**src/rtl/fram_timing_gen.sv**
```systemverilog
// fram_timing_gen
//   Free-running frame counter that follows upstream frame heads. It tracks
//   lock with a SEARCH/CHECK/LOCK state machine and issues a delayed copy of
//   the frame head.
//
//   Parameters
//     FRAM_MAX    last count value of a frame (period = FRAM_MAX+1 clocks)
//     LOCK_NUM    consecutive on-period heads needed to declare lock
//     UNLOCK_NUM  consecutive bad events that drop lock
//
//   Ports
//     clk         sole clock, rising edge
//     rst         asynchronous active-high reset
//     i_fram_hd   one-clock frame-head pulse
//     i_delay     head-to-delayed-head offset in clocks
//     i_err_clr   synchronous clear of o_err_cnt
//     o_fram_cnt  position of the current clock within the frame
//     o_delay_hd  one-clock delayed frame-head pulse
//     o_lock      high while the state machine is in LOCK
//     o_err_cnt   saturating count of bad events seen while not searching
module fram_timing_gen #(
  parameter logic [25:0] FRAM_MAX   = 26'd4915199,
  parameter logic [3:0]  LOCK_NUM   = 4'd3,
  parameter logic [3:0]  UNLOCK_NUM = 4'd2
) (
  input  logic        clk,
  input  logic        rst,
  input  logic        i_fram_hd,
  input  logic [25:0] i_delay,
  input  logic        i_err_clr,
  output logic [25:0] o_fram_cnt,
  output logic        o_delay_hd,
  output logic        o_lock,
  output logic [15:0] o_err_cnt
);

  typedef enum logic [1:0] {
    SEARCH,
    CHECK,
    LOCK
  } state_t;

  state_t      state_q, state_d;
  logic [25:0] cnt_q, cnt_d;
  logic [25:0] delay_sh_q, delay_sh_d;
  logic [3:0]  good_cnt_q, good_cnt_d;
  logic [3:0]  bad_cnt_q, bad_cnt_d;
  logic        delay_hd_q, delay_hd_d;
  logic        lock_q, lock_d;
  logic [15:0] err_cnt_q, err_cnt_d;

  logic        cnt_at_max;
  logic        good_hd;
  logic        bad_evt;
  logic [3:0]  good_inc;
  logic [3:0]  bad_inc;

  // Event classification. The counter never exceeds FRAM_MAX, so any head
  // that arrives with the counter below the end value is an early head.
  always_comb begin
    cnt_at_max = (cnt_q == FRAM_MAX);
    good_hd    = i_fram_hd && cnt_at_max;
    bad_evt    = (i_fram_hd && !cnt_at_max) || (!i_fram_hd && cnt_at_max);
    good_inc   = good_cnt_q + 4'd1;
    bad_inc    = bad_cnt_q + 4'd1;
  end

  // State register and all output flops
  always_ff @(posedge clk or posedge rst) begin
    if (rst) begin
      state_q    <= SEARCH;
      cnt_q      <= '0;
      delay_sh_q <= '0;
      good_cnt_q <= '0;
      bad_cnt_q  <= '0;
      delay_hd_q <= 1'b0;
      lock_q     <= 1'b0;
      err_cnt_q  <= '0;
    end else begin
      state_q    <= state_d;
      cnt_q      <= cnt_d;
      delay_sh_q <= delay_sh_d;
      good_cnt_q <= good_cnt_d;
      bad_cnt_q  <= bad_cnt_d;
      delay_hd_q <= delay_hd_d;
      lock_q     <= lock_d;
      err_cnt_q  <= err_cnt_d;
    end
  end

  // Next-state logic
  always_comb begin
    state_d    = state_q;
    good_cnt_d = good_cnt_q;
    bad_cnt_d  = bad_cnt_q;
    unique case (state_q)
      SEARCH: begin
        // Any head, early or not, restarts qualification.
        if (i_fram_hd) begin
          state_d    = CHECK;
          good_cnt_d = '0;
        end
      end
      CHECK: begin
        if (bad_evt) begin
          state_d = SEARCH;
        end else if (good_hd) begin
          good_cnt_d = good_inc;
          if (good_inc >= LOCK_NUM) begin
            state_d   = LOCK;
            bad_cnt_d = '0;
          end
        end
      end
      LOCK: begin
        if (bad_evt) begin
          bad_cnt_d = bad_inc;
          if (bad_inc >= UNLOCK_NUM) begin
            state_d = SEARCH;
          end
        end else if (good_hd) begin
          bad_cnt_d = '0;
        end
      end
      default: begin
        state_d = SEARCH;
      end
    endcase
  end

  // Output / datapath logic
  always_comb begin
    // Counter phase follows every head regardless of state.
    if (i_fram_hd || cnt_at_max) begin
      cnt_d = '0;
    end else begin
      cnt_d = cnt_q + 26'd1;
    end

    delay_sh_d = delay_sh_q;
    if (i_fram_hd) begin
      delay_sh_d = (i_delay > FRAM_MAX) ? FRAM_MAX : i_delay;
    end

    delay_hd_d = (state_q != SEARCH) && (cnt_q == delay_sh_q);

    // Decoded from the next state so o_lock lines up with the LOCK state
    // while still coming straight from a flop.
    lock_d = (state_d == LOCK);

    err_cnt_d = err_cnt_q;
    if (i_err_clr) begin
      err_cnt_d = '0;
    end else if (bad_evt && (state_q != SEARCH) && (err_cnt_q != '1)) begin
      err_cnt_d = err_cnt_q + 16'd1;
    end
  end

  assign o_fram_cnt = cnt_q;
  assign o_delay_hd = delay_hd_q;
  assign o_lock     = lock_q;
  assign o_err_cnt  = err_cnt_q;

endmodule

```
**config.mk**
```make
export PLATFORM = sky130hd
export DESIGN_NAME = fram_timing_gen
export DESIGN_NICKNAME = d
export VERILOG_FILES = /design/src/rtl/fram_timing_gen.sv
export SDC_FILE = /design/constraint.sdc
export NUM_CORES = 1
export LEC_CHECK = 0
export CORE_UTILIZATION = 45
export DETAILED_ROUTE_END_ITERATION = 10
export GPL_ROUTABILITY_DRIVEN = 1
export PLACE_DENSITY = 0.76
export SLEW_MARGIN = 30
export SYNTH_ARGS = -nofsm -noshare
export SYNTH_HDL_FRONTEND = slang
export SYNTH_SLANG_ARGS = --single-unit
```
**constraint.sdc**
```tcl
create_clock -name clk -period 3.35 [get_ports clk]
set_input_delay 0.67 -clock clk [delete_from_list [all_inputs] [get_ports clk]]
set_output_delay 0.67 -clock clk [all_outputs]
set_load 0.02 [all_outputs]
```
Word-level counts from Yosys, hierarchy flattened
Index checks and enable logic that the tools add are counted.
- output and inout bits: 44
- flip-flop bits (word level): 80
- eq/ne operators: 11
- magnitude comparators: 3
- $add $sub $neg: 4
- mux-type cells: 21
- reduce and logical (&&, ||, !) cells: 17
- operator list (operator ; count):
    two-way mux 26 bit ; 2
    two-way mux 16 bit ; 2
    two-way mux 4 bit ; 8
    adder 26 x 1 -> 26 bit, second input constant ; 1
    equality test 26 x 23 -> 1 bit, second input constant ; 1
    equality test 26 bit ; 1
    greater-than comparator 26 x 23 -> 1 bit, second input constant ; 1
    adder 16 x 1 -> 16 bit, second input constant ; 1
    inequality test 16 bit, second input constant ; 1
    case mux 4 bit (2 select lines) ; 2
    two-way mux 2 bit ; 6
    adder 4 x 1 -> 4 bit, second input constant ; 2
    >= comparator 4 x 2 -> 1 bit, second input constant ; 2
    inequality test 2 bit, second input constant ; 4
    nonzero test 2 bit ; 4
    logical AND 1 bit ; 6
    case mux 2 bit (3 select lines) ; 1
    AND reduction 5 bit ; 1
    equality test 2 bit, second input constant ; 2
    AND reduction 4 bit ; 1
    inequality test 3 bit, second input constant ; 1
    equality test 2 x 1 -> 1 bit, second input constant ; 1
    zero test 1 bit ; 2
    zero test 2 bit ; 1
    logical OR 1 bit ; 2

Logic depth before layout (Yosys ltp)
- depth after elaboration: 8
- depth in mapped cells: 12
- mapped depth without buffers: 9

Worst setup path after synthesis
No wires, ideal clock.
- path type: reg-to-reg
- from: register cnt_q[2], in the netlist o_fram_cnt[2]
- to: register err_cnt_q[13], in the netlist o_err_cnt[13]
- setup slack: -0.132 ns
- buffers on the path: 3
- arrival time: 3.404 ns
- cell stages (with the launch flop): 13
- cell sequence: dfrtp_1 and4_1 clkbuf_1 nand4_1 clkbuf_1 nor2b_1 nand4_1 ha_1 o21ai_2 or4_1 buf_2 or4_1 a21oi_1
- longest elaborated chain between the ends: 7
- ends and longest elaborated chain (item ; line ; text):
    from (decl) ; 44 ; logic [25:0] cnt_q, cnt_d;
    from (signal assigned) ; 81 ; cnt_q <= cnt_d;
    equality test 26 x 23 -> 1 bit * ; 61 ; cnt_at_max = (cnt_q == FRAM_MAX);
    zero test 1 bit ; 63 ; bad_evt = (i_fram_hd && !cnt_at_max) || (!i_fram_hd && cnt_at_max);
    logical AND 1 bit ; 63 ;
    logical OR 1 bit * ; 63 ;
    logical AND 1 bit * (2 in series) ; 154 ; end else if (bad_evt && (state_q != SEARCH) && (err_cnt_q != '1)) begin
    nonzero test 2 bit (no line) * ; n/a ;
    to (signal assigned) ; 87 ; err_cnt_q <= err_cnt_d;
    to (decl) ; 50 ; logic [15:0] err_cnt_q, err_cnt_d;
Mark *: on every way between the ends. The rest lies on a longest branch, timed or not.
A chain may end at the register's enable or synchronous reset.

Worst setup path in the final report
- from: register cnt_q[8], in the netlist o_fram_cnt[8]
- to: register err_cnt_q[13], in the netlist o_err_cnt[13]
Same word-level chain as after synthesis.

==> key figures <==
Outcome
  • Status: finished, violations left
  • Failing checks: design-rule violations

Synthesis
  • #FFs+latches synth: 80
  • Most frequent cell after synthesis: dfrtp_1
  • Largest cells by area after synthesis: dfrtp_1 (48%), xor2_1 (5.1%), o22a_1 (4.0%), a21oi_1 (3.1%), xnor2_1 (3.0%)
  • Distinct cells, synth: between 40 and 50
  • Synth Warn #: 0
  • Asr flop ratio synth: 100%
  • Sequential element share of the synthesized area: 48.5%
  • Post-synth EDFFs: 0
  • Synth Flop Type: dfrtp_1
  • Yosys top cell by area: dfrtp_1
  • Synth top area share: 48.5%
  • Mapped Cells: 411
  • Synthesized area per cell: 10.1 sq um
  • Post-synth top cells: dfrtp_1 (80), a21oi_1 (26), xor2_1 (24)
  • Syn Std Cell Area: 0.00413 sq mm
  • Syn nets: 450

Drt
  • DR iter-0 viols: 141
  • DRT Wirelength: ~10000 um
  • Initial DRT Pass Iterations: 7
  • Residual DRC: 6
  • Via count: 3469
  • Post-DR wirelength/cell: 16.5 um
  • Vias per cell: 5.78
  • Post-DRT Antenna Nets: 0

STA
  • Post-Route Setup TNS: 0 ps
  • Worst slew pin tran: about 760 ps
  • # setup viols final: 0
  • Final Hold Slack: between 500 and 600 ps
  • Max Freq: 0.325 GHz
  • Unrepaired setup endpoints after global routing: no
  • Period utilization: just over 90%
  • Period minus WS final: around 3000 ps
  • Final worst setup slack: 269 ps
  • Final Max Slew Viols: 0
  • Worst clock skew: 8.26 ps
  • Endpoints failing hold: 0
  • Rel. slew slack: 49.0%

Clocking
  • CTS max path bufs: 2
  • H-tree levels: 3
  • Root buf cell: clkbuf_8
  • Clock transition at path regs: 80 ps
  • CTS tree: done
  • CTS buffer count: 9
  • Worst-Skew Late Latency: around 350 ps
  • Setup repair bufs after CTS: 0
  • CTS sink count: 80

Global routing
  • Largest net degree at the start of global routing: 31
  • GR Overflow Total: 0
  • Total GRT Usage: 22.4%
  • Vias in the first global route: 3359
  • First-pass GRT wire length: approximately 17000 um
  • Initial antenna violation count: 0

Critical path
  • Worst setup EP type: flip-flop
  • Startpoint types: flip-flop
  • Worst Path Class, Setup: flip-flop to flip-flop
  • Worst Path Required: roughly 3600 ps
  • CP max FO: 7
  • Crit path DAT: 3350 ps

Die
  • Core ar.: 0.00881 sq mm
  • Die area: 0.00957 sq mm
  • Die Ht: 97.8 um
  • I/O pin count: 74
  • Die X: slightly below 100 um
  • Initial core utilization: 46.9%
  • Cell row count: 34

Layout
  • Area Growth Syn to Fin: 25.9%
  • Non-filler cells, final: 600
  • FILL cells: 764
  • Nets: about 530
  • # diodes: 0
  • Share of cells above drive strength 1: under 10%

Job
  • Max_cap viols: 0

Power and ir drop
  • Overall power: 1.91 mW
  • Leak Pwr: approximately 2.0 nW
  • VDD IR max: 0.000193 V
  • Pwr dens: between 300 and 400 mW/mm^2

Placement
  • I/O Buffers: 73
  • Placer Congestion: 0.875
  • Placed cells: ~580
  • Hpwl dp: 7310 um
  • Post-place setup slack: 124 ps

Hold path
  • Min-delay worst type: flip-flop to flip-flop
-- worst max-delay path: stages (launching register included) --
cell,delay [ps]
dfrtp_1,450
and4_1,300
nand4_1,190
nor2b_2,210
nand4_1,150
ha_1,340
o21ai_2,110
or4_4,580
or4_1,510
a21oi_1,150
-- area by class of cell --
class	instances	area, sq um	area share (%)
repair buffers	82	798	15.4
multi-input cells	299	2020	38.8
clock buffers	10	128	2.45
clock inverters	6	60.1	1.15
inverters	15	56.3	1.08
flip-flops and latches	80	2010	38.6
well taps	108	135	2.60
-- cell families after synthesis --
family	share of synthesized area, %
flops	48.5
simple gates	20.9
compound gates	15.8
buf+inv	2.97
fa+ha+maj	2.73
mux	1.03
xor+xnor	8.06
-- power by group --
| part | switching [mW] | internal (mW) | total (mW) |
|---|---|---|---|
| combinational | 0.101 | 0.0990 | 0.200 |
| sequential | 0.0309 | 0.988 | 1.02 |
| clock | 0.346 | 0.341 | 0.687 |
-- sequential cells by signal, indices dropped and copies added, names as in the netlist --
name        count
o_err_cnt      16
bad_cnt_q       4
state_q         2
o_fram_cnt     26
good_cnt_q      4
o_delay_hd      1
delay_sh_q     26
o_lock          1
-- metal layers --
metal	vias up	part of all wire, %	global-route usage [%]
li1	1664	-	-
met1	1697	46	31.8
met2	91	48	35.0
met3	17	4.3	2.86
met4	0	2.2	9.09
met5	-	0	0
-- per-stage QoR --
step,area [sq um],util (%)
after floorplan,4140,-
after global placement,5000,56.8
after detailed placement,5000,56.8
after CTS,5190,59.0
after global routing,5200,59.1
final,5200,59.1
-- layout by cell type, fill, tap and decap left out, types with 2 or more instances in the layout --
cell type	netlist	layout
dfrtp_1	80	76
clkdlybuf4s50_1	0	73
a21oi_1	26	26
xor2_1	24	24
nor2_1	20	20
o22a_1	19	19
o21ai_0	20	19
nand2_1	19	19
nand4_1	15	15
nand3_1	15	15
inv_1	15	14
or3_1	14	14
xnor2_1	14	14
nor4_1	13	13
or4_1	12	11
o31ai_1	10	10
clkbuf_8	0	9
buf_4	0	9
nand2b_1	8	8
ha_1	9	8
nor2b_1	8	7
and2_1	6	6
and4_1	5	5
nor3_1	5	5
a21o_1	4	4
dfrtp_2	0	4
o2bb2ai_1	3	3
and3_1	3	3
nand3b_1	3	3
clkinv_2	0	3
a22o_1	2	2
mux2_2	2	2
mux2i_1	2	2
o22ai_1	2	2
nor3b_1	2	2
clkinvlp_4	0	2
-- final timing paths --
path	to	depth (start not counted)	slack [ps]	from
max in group asynchronous	o_fram_cnt[2]$_DFF_PP0_	3	1910	rst
min in group asynchronous	o_err_cnt[12]$_DFFE_PP0P_	2	670	rst
worst min-delay path	delay_sh_q[18]$_DFFE_PP0P_	1	520	delay_sh_q[18]$_DFFE_PP0P_
worst min register to register	delay_sh_q[18]$_DFFE_PP0P_	1	520	delay_sh_q[18]$_DFFE_PP0P_
worst max register to register	o_err_cnt[13]$_DFFE_PP0P_	9	270	o_fram_cnt[8]$_DFF_PP0_
worst max-delay path	o_err_cnt[13]$_DFFE_PP0P_	9	270	o_fram_cnt[8]$_DFF_PP0_
-- timing repair --
action / in CTS / in global routing
setup endpoints to repair: 0 / 6
gates resized for setup: 0 / 3
hold buffers: 0 / 0
(Power assumes the default switching activity.)
==> RTL edit 1: new RTL, same settings <==
Take the reset off `delay_sh_q` and load it in a clocked block of its own.
--- a/src/rtl/fram_timing_gen.sv
+++ b/src/rtl/fram_timing_gen.sv
@@ -70,7 +70,6 @@
     if (rst) begin
       state_q    <= SEARCH;
       cnt_q      <= '0;
-      delay_sh_q <= '0;
       good_cnt_q <= '0;
       bad_cnt_q  <= '0;
       delay_hd_q <= 1'b0;
@@ -79,13 +78,16 @@
     end else begin
       state_q    <= state_d;
       cnt_q      <= cnt_d;
-      delay_sh_q <= delay_sh_d;
       good_cnt_q <= good_cnt_d;
       bad_cnt_q  <= bad_cnt_d;
       delay_hd_q <= delay_hd_d;
       lock_q     <= lock_d;
       err_cnt_q  <= err_cnt_d;
     end
+  end
+
+  always_ff @(posedge clk) begin
+    delay_sh_q <= delay_sh_d;
   end
 
   // Next-state logic
Behaviour: same outputs for any inputs over 10 cycles, from zero or initial values and one cycle with rst high; that may be too few to reach the edited logic, so the function may still have changed.
==> RTL edit 1 against the original RTL <==
Worst hold slack better by 0.0096 ns; cell area is 2.8% higher; total power is 1.1% lower; cell count is 1.5% higher; area after synthesis is 3.1% higher; sequential cell count stayed put; routed wire length is 2.7% lower; synthesized cell count is 0.97% lower; worst setup slack worse by 0.011 ns; via count is 0.69% higher; critical path depth stayed put; combinational power is 7% lower; largest cell class is now registers.
==> RTL edit 1: results (changes against the original RTL) <==
Run status
  • Status: complete, no violations (was finished, violations left)

Detailed routing
  • Wire length on met2: 4809 um (was 4723 um)
  • Total routed wire length on the met1 layer: 4062 um (was 4567 um)
  • DRC violation total after the first TritonRoute iteration: 161 (was 141)
  • Average wire length per cell after detail routing: 15.86 um (was 16.55 um)
  • First-pass detailed-route iteration total: 4 (was 7)
  • Met3 wire len: 590 um (was 422 um)

Yosys
  • Mean area per synthesized cell: 10.46 um^2 (was 10.05 um^2)
  • Adder-cell area share of the yosys netlist: 0.02644 (was 0.02726)
  • Fraction of the yosys area taken by sequential cells: 0.5006 (was 0.4846)
  • Number of enable-type register cells in the synthesized netlist: 26 (was 0)
  • Top cells by area, synth: dfrtp_1, edfxtp_1, xor2_1, nand2b_1, a21oi_1 (was dfrtp_1, xor2_1, o22a_1, a21oi_1, xnor2_1)
  • Fraction of the mapped netlist area in compound gates: 0.1222 (was 0.1584)
  • Proportion of synthesized flip-flops having asynchronous set or reset: 0.6750 (was 1.000)

Power
  • Lkg Pwr: 2.047 nW (was 1.975 nW)
  • Power in the clock group: 621 uW (was 687 uW)
  • Fraction of power consumed by combinational cells: 0.099 (was 0.105)
  • Total net switching power: 483.3 uW (was 478.0 uW)
  • Switching fraction of total power: 0.2565 (was 0.2508)

Global route
  • First-pass GRT wire length: 16140 um (was 16910 um)
  • Via count of the first global-routing pass: 3506 (was 3359)
  • Global-route total usage across every layer: 0.2103 (was 0.2240)
  • Largest net degree at the start of global routing: 55 (was 31)

Worst hold path
  • Hold worst-path end: good_cnt_q[3] (was delay_sh_q[18])
  • Worst Hold Launch: good_cnt_q[3] (was delay_sh_q[18])

STA
  • Tightest slew margin relative to the limit: 0.5299 (was 0.4902)
  • Period Utilization, post-route: 0.9231 (was 0.9198)
  • Worst-case hold slack: 0.5313 ns (was 0.5217 ns)
  • Clock skew after layout: 0.007823 ns (was 0.008256 ns)

Finish
  • # nets final: 532 (was 526)
  • Layout fillers: 806 (was 764)
  • Share of layout cells above drive strength 1: 0.08434 (was 0.07724)
  • Final standard cell count with taps included and fillers excluded: 609 (was 600)

Critical path
  • Endpoint of the lowest-slack register-to-register path: o_err_cnt[14] (was o_err_cnt[13])
  • Cell with the largest stage delay on the worst path: or4_1 (was or4_4)
  • Critical path peak fanout: 8 (was 7)
  • Crit path to: o_err_cnt[14] (was o_err_cnt[13])
  • Delay of the slowest critical-path stage: 0.45 ns (was 0.58 ns)
  • Source of the worst register-to-register timing path: o_fram_cnt[0] (was o_fram_cnt[8])

Placed design
  • Number of placed cells counting well taps: 593 (was 584)
  • Routability congestion estimate: 0.9199 (was 0.8750)
  • Pre-CTS worst setup slack: 0.2285 ns (was 0.1236 ns)
RTL edit 1: cell types whose count changed after synthesis, moves of 3 or more:
cell       unedited run  this run
dfrtp_1              80        54
edfxtp_1              0        26
o22a_1               19         0
nand2b_1              8        22
clkbuf_1             14         6
nor2b_1               8         2
buf_2                 2         6
nor4_1               13         9
or3_1                14        10
a21o_1                4         1
nand2_1              19        22
o2bb2ai_1             3         0
o41ai_1               0         3
RTL edit 1: area by class of cell:
class                      count  area, um^2  area share
sequential                    80        2132      0.3988
multi-input combinational    300        2019      0.3777
timing repair buffer          87       835.8      0.1563
tap                          111       138.9     0.02598
clock buffer                  10       127.6     0.02387
inverter                      15       56.30     0.01053
clock inverter                 6       36.28    0.006787
RTL edit 1: layer usage:
metal	vias up	GRT usage
li1	1672	-
met1	1662	0.2531
met2	138	0.3584
met3	21	0.05552
met4	0	0.08710
met5	-	0
==> RTL edit 2: new RTL, same flow settings <==
Without the edit above. Change the parameter `FRAM_MAX` from 26'd4915199 to 26'd2457599.
--- a/src/rtl/fram_timing_gen.sv
+++ b/src/rtl/fram_timing_gen.sv
@@ -19,7 +19,7 @@
 //     o_lock      high while the state machine is in LOCK
 //     o_err_cnt   saturating count of bad events seen while not searching
 module fram_timing_gen #(
-  parameter logic [25:0] FRAM_MAX   = 26'd4915199,
+  parameter logic [25:0] FRAM_MAX   = 26'd2457599,
   parameter logic [3:0]  LOCK_NUM   = 4'd3,
   parameter logic [3:0]  UNLOCK_NUM = 4'd2
 ) (
Function: same outputs for any inputs over 10 cycles, from zero or initial values and one cycle with rst high; that may be too few to reach the edited logic, so the function may still have changed.
==> RTL edit 2 against the original RTL <==
Critical path depth grew 1; area after synthesis increased by 3.2%; die area up 3.1%; critical endpoint unchanged; sequential cell count did not move; routed wire length grew 7.1%; total power down 7.1%; worst setup slack got worse by 0.063 ns; cell area up 3.1%; largest cell class unchanged; highest routed layer unchanged; clock power is 9.6% lower.
==> RTL edit 2: results (changes against the original RTL) <==
STA
  • Crit path time final: 3.145 ns (was 3.081 ns)
  • Tightest slew margin relative to the limit: 0.4871 (was 0.4902)
  • Clock skew after layout: 0.01408 ns (was 0.008256 ns)

Finish
  • Share of the final layout cell area in sequential cells: 0.3735 (was 0.3859)
  • Relative area of non-clock buffer cells in the final design: 0.1611 (was 0.1535)
  • # nets final: 550 (was 526)
  • Share of layout cells above drive strength 1: 0.07977 (was 0.07724)
  • Multi-input combinational gate total: 308 (was 299)
  • Multi-input gate area in the final layout: 2108 um^2 (was 2016 um^2)
  • Clock buf count: 11 (was 10)
  • Nonclk buf count: 89 (was 82)
  • Layout fillers: 796 (was 764)

Critical path
  • Critical Path Source: o_fram_cnt[1] (was o_fram_cnt[8])
  • Critical path peak fanout: 8 (was 7)
  • Data arrival time of the critical path: 3.41 ns (was 3.35 ns)

Global route
  • First-pass GRT wire length: 17750 um (was 16910 um)
  • Global-route track usage on met1: 0.3042 (was 0.3181)
  • Largest net degree at the start of global routing: 81 (was 31)
  • Met2 track utilization from global routing: 0.3782 (was 0.3497)

Detailed routing
  • Met3 wire len: 482 um (was 422 um)
  • DRC violation total after the first TritonRoute iteration: 258 (was 141)
  • Total routed wire length on the met1 layer: 4751 um (was 4567 um)

Power
  • Lkg Pwr: 2.056 nW (was 1.975 nW)
  • Largest voltage drop on the vdd net: 0.2624 mV (was 0.1930 mV)

Worst hold path
  • Hold worst-path end: delay_sh_q[12] (was delay_sh_q[18])
  • Worst Hold Launch: delay_sh_q[12] (was delay_sh_q[18])

Run status
  • Status: complete, no violations (was finished, violations left)

Yosys
  • Cell variety after synth: 54 (was 47)
[RTL edit 2: kinds of logic after synthesis]
kind of cell / synth area share
mux: 0.007338
buf+inv: 0.04138
xor+xnor: 0.07602
simple gates: 0.2137
compound gates: 0.1655
fa+ha+maj: 0.02642
flops: 0.4696
[RTL edit 2: repair_timing]
item | in CTS | in global routing
resized for setup | 0 | 2
setup buffers | 0 | 0
endpoints found under the setup margin | 0 | 1
[RTL edit 2: stage by stage]
stage	cell area (um^2)	std cells	utilization	power, mW	hold slack (ns)
2_1_floorplan	4263	433	-	1.095	0.4739
3_3_place_gp	5181	611	0.5634	1.166	0.5033
3_5_place_dp	5190	611	0.5644	1.169	0.5060
4_1_cts	5351	625	0.5819	1.779	0.5267
5_1_grt	5360	625	0.5829	1.838	0.5372
6_report	5360	625	0.5829	1.771	0.5230
[RTL edit 2: power by group]
part / internal, mW / switching, mW / total, mW
combinational: 0.0721 / 0.0799 / 0.152
clock: 0.280 / 0.341 / 0.621
sequential: 0.978 / 0.0194 / 0.997
